--- src/rtl/sha512_pkg.sv ---
// sha512_pkg: shared constants and state type for the SHA-512 message padder.
package sha512_pkg;
    localparam int WordsPerBlock = 16;
    localparam int LenWidth = 128;
    localparam logic [7:0] PadByte = 8'h80;
    localparam logic [63:0] PadWord = {PadByte, 56'h0};
    localparam logic [3:0] LenHiIdx = 4'd14;
    localparam logic [3:0] LenLoIdx = 4'd15;
    typedef enum logic [1:0] {FILL, EMIT, EMIT_LAST} pad_state_e;
endpackage

--- src/rtl/sha512_pad_word.sv ---
// sha512_pad_word: keeps bytes below k, puts the 0x80 marker at byte k, zeroes the rest.
module sha512_pad_word
    import sha512_pkg::*;
(
    input  logic [63:0] data,
    input  logic [3:0]  bytes,
    output logic [63:0] word
);
    for (genvar b = 0; b < 8; b++) begin : g_byte
        assign word[63-8*b -: 8] = (4'(b) < bytes) ? data[63-8*b -: 8] :
                                   (4'(b) == bytes) ? PadByte : 8'h00;
    end
endmodule

--- src/rtl/sha512_padder.sv ---
// sha512_padder: packs 64-bit message words into FIPS 180-4 padded 1024-bit blocks.
// Optional SHA512_PADDER_ERR_CHECK_EN adds a sticky err_o for bad byte counts and length wrap.
module sha512_padder
    import sha512_pkg::*;
#(
    parameter int DataWidth = 64,
    parameter int BlockWidth = 1024,
    parameter int LenWidth = 128
) (
    input  logic                  clk_i,
    input  logic                  rst_i,
    input  logic [DataWidth-1:0]  in_data_i,
    input  logic [3:0]            in_bytes_i,
    input  logic                  in_last_i,
    input  logic                  in_valid_i,
    output logic                  in_ready_o,
    output logic [BlockWidth-1:0] block_o,
    output logic                  block_valid_o,
    input  logic                  block_ready_i,
    output logic                  last_block_o,
    output logic                  err_o
);
    pad_state_e state, state_d;
    logic [0:WordsPerBlock-1][63:0] blk;
    logic [LenWidth-1:0] len, len_next;
    logic [3:0] idx, k;
    logic [4:0] pad_idx;
    logic [63:0] padded;
    logic extra, pad_next, acc, hs, late;

    assign acc = in_valid_i && in_ready_o;
    assign hs = block_valid_o && block_ready_i;
    assign k = !in_last_i ? 4'd8 : (in_bytes_i > 4'd8) ? 4'd8 : in_bytes_i;
    assign len_next = len + {{(LenWidth-7){1'b0}}, k, 3'b000};
    // a full last word pushes the marker into the following slot
    assign pad_idx = {1'b0, idx} + {4'd0, k == 4'd8};
    assign late = pad_idx >= 5'd14;
    assign block_o = blk;

    sha512_pad_word u_pad (.data(in_data_i), .bytes(k), .word(padded));

    always_ff @(posedge clk_i) begin
        if (rst_i) state <= FILL;
        else state <= state_d;
    end

    always_comb begin
        state_d = state;
        in_ready_o = 1'b0;
        block_valid_o = 1'b0;
        last_block_o = 1'b0;
        case (state)
            FILL: begin
                in_ready_o = !rst_i;
                state_d = !acc ? FILL : in_last_i ? (late ? EMIT : EMIT_LAST)
                                                  : (idx == 4'd15 ? EMIT : FILL);
            end
            EMIT: begin
                block_valid_o = 1'b1;
                state_d = !block_ready_i ? EMIT : extra ? EMIT_LAST : FILL;
            end
            EMIT_LAST: begin
                block_valid_o = 1'b1;
                last_block_o = 1'b1;
                state_d = block_ready_i ? FILL : EMIT_LAST;
            end
            default: state_d = FILL;
        endcase
    end

    always_ff @(posedge clk_i) begin
        if (rst_i) begin
            blk <= '0;
            len <= '0;
            idx <= '0;
            extra <= 1'b0;
            pad_next <= 1'b0;
        end else if (acc) begin
            len <= len_next;
            idx <= idx + 4'd1;
            blk[idx] <= padded;
            if (in_last_i && k == 4'd8 && idx != 4'd15) blk[idx+4'd1] <= PadWord;
            if (in_last_i && !late) begin
                blk[LenHiIdx] <= len_next[127:64];
                blk[LenLoIdx] <= len_next[63:0];
            end
            if (in_last_i && late) begin
                extra <= 1'b1;
                pad_next <= idx == 4'd15 && k == 4'd8;
            end
        end else if (hs && state == EMIT && extra) begin
            blk <= '0;
            blk[0] <= pad_next ? PadWord : 64'h0;
            blk[LenHiIdx] <= len[127:64];
            blk[LenLoIdx] <= len[63:0];
            extra <= 1'b0;
            pad_next <= 1'b0;
        end else if (hs) begin
            blk <= '0;
            idx <= '0;
            if (state == EMIT_LAST) len <= '0;
        end
    end

`ifdef SHA512_PADDER_ERR_CHECK_EN
    logic err;
    always_ff @(posedge clk_i) begin
        if (rst_i) err <= 1'b0;
        else if (acc && ((in_last_i && in_bytes_i > 4'd8) || len_next < len)) err <= 1'b1;
    end
    assign err_o = err;
`else
    assign err_o = 1'b0;
`endif
endmodule
--- config.mk ---
export PLATFORM = sky130hd
export DESIGN_NAME = sha512_padder
export DESIGN_NICKNAME = d
export VERILOG_FILES = /design/src/rtl/sha512_pkg.sv /design/src/rtl/sha512_pad_word.sv /design/src/rtl/sha512_padder.sv
export SDC_FILE = /design/constraint.sdc
export NUM_CORES = 2
export LEC_CHECK = 0
export BUFFER_PORTS_ARGS = -buffer_cell sky130_fd_sc_hd__buf_2
export CAP_MARGIN = 20
export CORE_AREA = 4 4 422 424
export DETAILED_ROUTE_END_ITERATION = 10
export DIE_AREA = 0 0 426 428
export GPL_ROUTABILITY_DRIVEN = 0
export GPL_TIMING_DRIVEN = 0
export SYNTH_ARGS = -nofsm -noshare
export SYNTH_HDL_FRONTEND = slang
export SYNTH_SLANG_ARGS = --single-unit
--- constraint.sdc ---
create_clock -name clk_i -period 3.6 [get_ports clk_i]
set_input_delay 0.18 -clock clk_i [delete_from_list [all_inputs] [get_ports clk_i]]
set_output_delay 0.18 -clock clk_i [all_outputs]
set_load 0.02 [all_outputs]
==> flow_summary.ini <==
[placed_design]
port_buffers = 1099
hpwl_um = 239000
place_ws_ps = -2070

[floorplanning]
die_h_um = 428
core_area_mm2 = 0.174
dieArea_mm2 = 0.182
io_pins = 1101
start_util = 0.271
rows = 153
die_x_um = 426

[sta]
final-setup-viol-count = 35
worst_pin_slew_ps = 1280
finalClockSkew_ps = 50.2
fin_worst_hold_slack_ps = -7.99
slew_headroom = 0.149
layout_setup_ws_ps = -179
hold_viol_final = 1
slew_violations = 0
timing.fmax_mhz = 265
finalCritPeriodShare = 1.05
rsz0062_at_grt = true
setup_tns_ps = -977
finalCriticalPeriod_ps = 3780

[clocking]
cts-buffers-inserted = 134
cts_max_path_buffers = 3
ctsHtreeMaxLevel = 4
cts-root-buf = clkbuf_16
clk_pin_slew_worst_paths_ps = 60
cts_tree = yes
clock_sinks = 1157
clock_latency_ps = 850

[worst_setup_path]
crit_end = block_o[62]
crit_required_ps = 4270
rr_endpoint = block_o[62]
cpLargestDelayFamily = simple AND/OR/NAND/NOR gates
crit_path_frequent_cell = or4_4
startpoint_type = flip-flop
cpPeakStageDelay_ps = 730
crit_buf_inv = 2
cp.depth = 9
cp_cell_sequence = nand4_2 > buf_2 > or4_4 > or4_4 > buf_6 > nor3_1 > o21ai_0 > a21oi_2 > a211oi_1
crit_path_end_kind = flip-flop
worst-r2r-setup-slack_ps = -180
slowest_stage = a21oi_2
cp_max_fo = 10
crit_arrival_ps = 4450
path_class = reg2reg
startpoint = len[8]
r2r_cells = 9
worstReg2RegStart = len[8]

[synth]
synth_seq_cells = 1157
synth_nets = 5615
seq_area_frac_synth = 0.491
synthArstFlopShare = 0
syn_inst = 5524
syn_area_per_cell_um2 = 8.53
synth_edf_count = 0
yosys_most_used_dff = dfxtp_1
syn_area_mm2 = 0.0471
yosysWarnings = 0
synthDistinctLibCells = 91

[finish]
layout-drive-gt1-share = 0.244
layout_commonest_cell = dfxtp_1
layout.nets = 6966
final_util = 0.358
final_cell_mix = dfxtp_1 (1157), nor2_1 (1153), buf_2 (1120)
syn_to_final_growth_pct = 32.2

[route]
drtAntennaViolNets = 0
drt_iter0_markers = 9142
routed_wl_um = 310000
vias_per_cell = 5.86
drt-pass1-iter-count = 11
post-route-drc-count = 0
avgRoutedWirePerCell_um = 33.3
vias = 54586

[grt]
antenna_found_initial = 26
grt_max_degree = 17
gr-usage-all-layers = 0.322
grt_pass1_wl_um = 412000
globalRouteOverflowTotal = 0
first_global_vias = 49387

[run]
maxCapViolations = 0

[pwr]
p_per_area_mw_per_mm2 = 486
peakVddDrop_mv = 0.469
p_leak_nw = 25.3

[worst_hold_path]
hp-class = in2reg

[outcome]
status = finished with violations
violations = negative hold slack, negative setup slack
stage by stage:
step	hold slack, ps	total power (W)	area [um2]	instances
final	-7.99	0.0303	62300	9313
after global routing	38.0	0.0308	62300	9302
after CTS	1.77	0.0300	61900	9278
after detailed placement	448	0.0164	56900	9017
after global placement	450	0.0162	55500	8948
after floorplan	397	0.0146	47100	5524
worst reg2reg max path, stage by stage (launching register included):
cell and delay [ps]:
dfxtp_1 490, nand4_2 190, buf_2 240, or4_4 550, or4_4 560, buf_6 240
nor3_1 280, o21ai_0 150, a21oi_2 730, a211oi_1 210
synth_stat cells, types with 11 or more instances:
cell / instances / share of area
inv_1: 25 / 0.0020
xnor2_1: 34 / 0.0063
a222oi_1: 12 / 0.0025
nand4_1: 58 / 0.0077
a22oi_1: 939 / 0.15
a21oi_1: 182 / 0.019
mux2_2: 14 / 0.0033
nand2_1: 329 / 0.026
ha_1: 17 / 0.0045
nor2_1: 1162 / 0.093
nor2b_1: 20 / 0.0027
and3_1: 21 / 0.0028
o22ai_1: 11 / 0.0015
dfxtp_1: 1157 / 0.49
a21o_1: 16 / 0.0025
and2_0: 15 / 0.0020
o21ai_0: 219 / 0.023
xor2_1: 33 / 0.0061
a211oi_1: 59 / 0.0094
nor3_1: 103 / 0.011
o21ai_1: 11 / 0.0012
or3_1: 22 / 0.0029
o221ai_1: 22 / 0.0041
o31ai_1: 15 / 0.0024
buf_1: 13 / 0.0010
a311oi_1: 18 / 0.0033
or4_1: 15 / 0.0024
a31oi_1: 36 / 0.0048
clkbuf_1: 551 / 0.044
a221oi_1: 22 / 0.0041
nand3_1: 73 / 0.0078
and2_1: 37 / 0.0049
mux2i_1: 17 / 0.0036
nand2b_1: 13 / 0.0017
nor4_1: 38 / 0.0050
buf_2: 18 / 0.0019
kinds of logic after synthesis:
group / share of synthesized area
adders and majority gates: 0.00494
buffers and inverters: 0.0544
xor gates and xnor gates: 0.0124
DFF: 0.491
and+or+nand+nor: 0.190
other: 0.0000795
muxes: 0.00695
AOI/OAI and AO/OA: 0.240
layer usage:
| layer | GRT usage | routed length, um | up-vias |
|---|---|---|---|
| met1 | 0.383 | 112000 | 26534 |
| met5 | 0.00820 | 298 | - |
| met2 | 0.473 | 129000 | 4355 |
| li1 | - | - | 22564 |
| met3 | 0.127 | 41300 | 1121 |
| met4 | 0.226 | 27800 | 12 |
state kept, by name, summed over array words and instances, names as in the netlist:
register  flops
block_o    1024
len         125
idx           4
state         2
extra         1
pad_next      1
worst min path at each step:
| stage | start | to | slack [ps] | cells past startpoint |
|---|---|---|---|---|
| 2_1_floorplan | block_ready_i | state[1] | 400 | 2 |
| 3_3_place_gp | block_o[255] | block_o[255] | 450 | 2 |
| 4_1_cts | in_data_i[17] | block_o[81] | 2 | 5 |
| 3_5_place_dp | block_o[80] | block_o[80] | 450 | 2 |
| 6_report | in_data_i[45] | block_o[941] | -8 | 4 |
| 5_1_grt | in_data_i[45] | block_o[941] | 40 | 4 |
layout make-up:
class | count | area [um2]
Antenna cell | 14 | 35.0
Buffer | 604 | 2600
Clock buffer | 184 | 3800
Clock inverter | 51 | 584
Fill cell | 18182 | 112000
Inverter | 25 | 97.6
Multi-Input combinational cell | 3732 | 21800
Sequential cell | 1157 | 23200
Tap cell | 2325 | 2910
Timing Repair Buffer | 1221 | 7280
power breakdown:
group	internal (W)	switching (W)
registers	0.0129	0.000123
logic	0.000696	0.00259
clock network	0.00784	0.00610
timing repair:
item | 4_1_cts | 5_1_grt
setup endpoints to repair | 988 | 676
endpoints found under the hold margin | 17 | 0
hold buffers | 10 | 0
setup buffers | 19 | 12
resized for setup | 96 | 96
pin swaps | 6 | 8
Power figures use the tool's default switching activity.
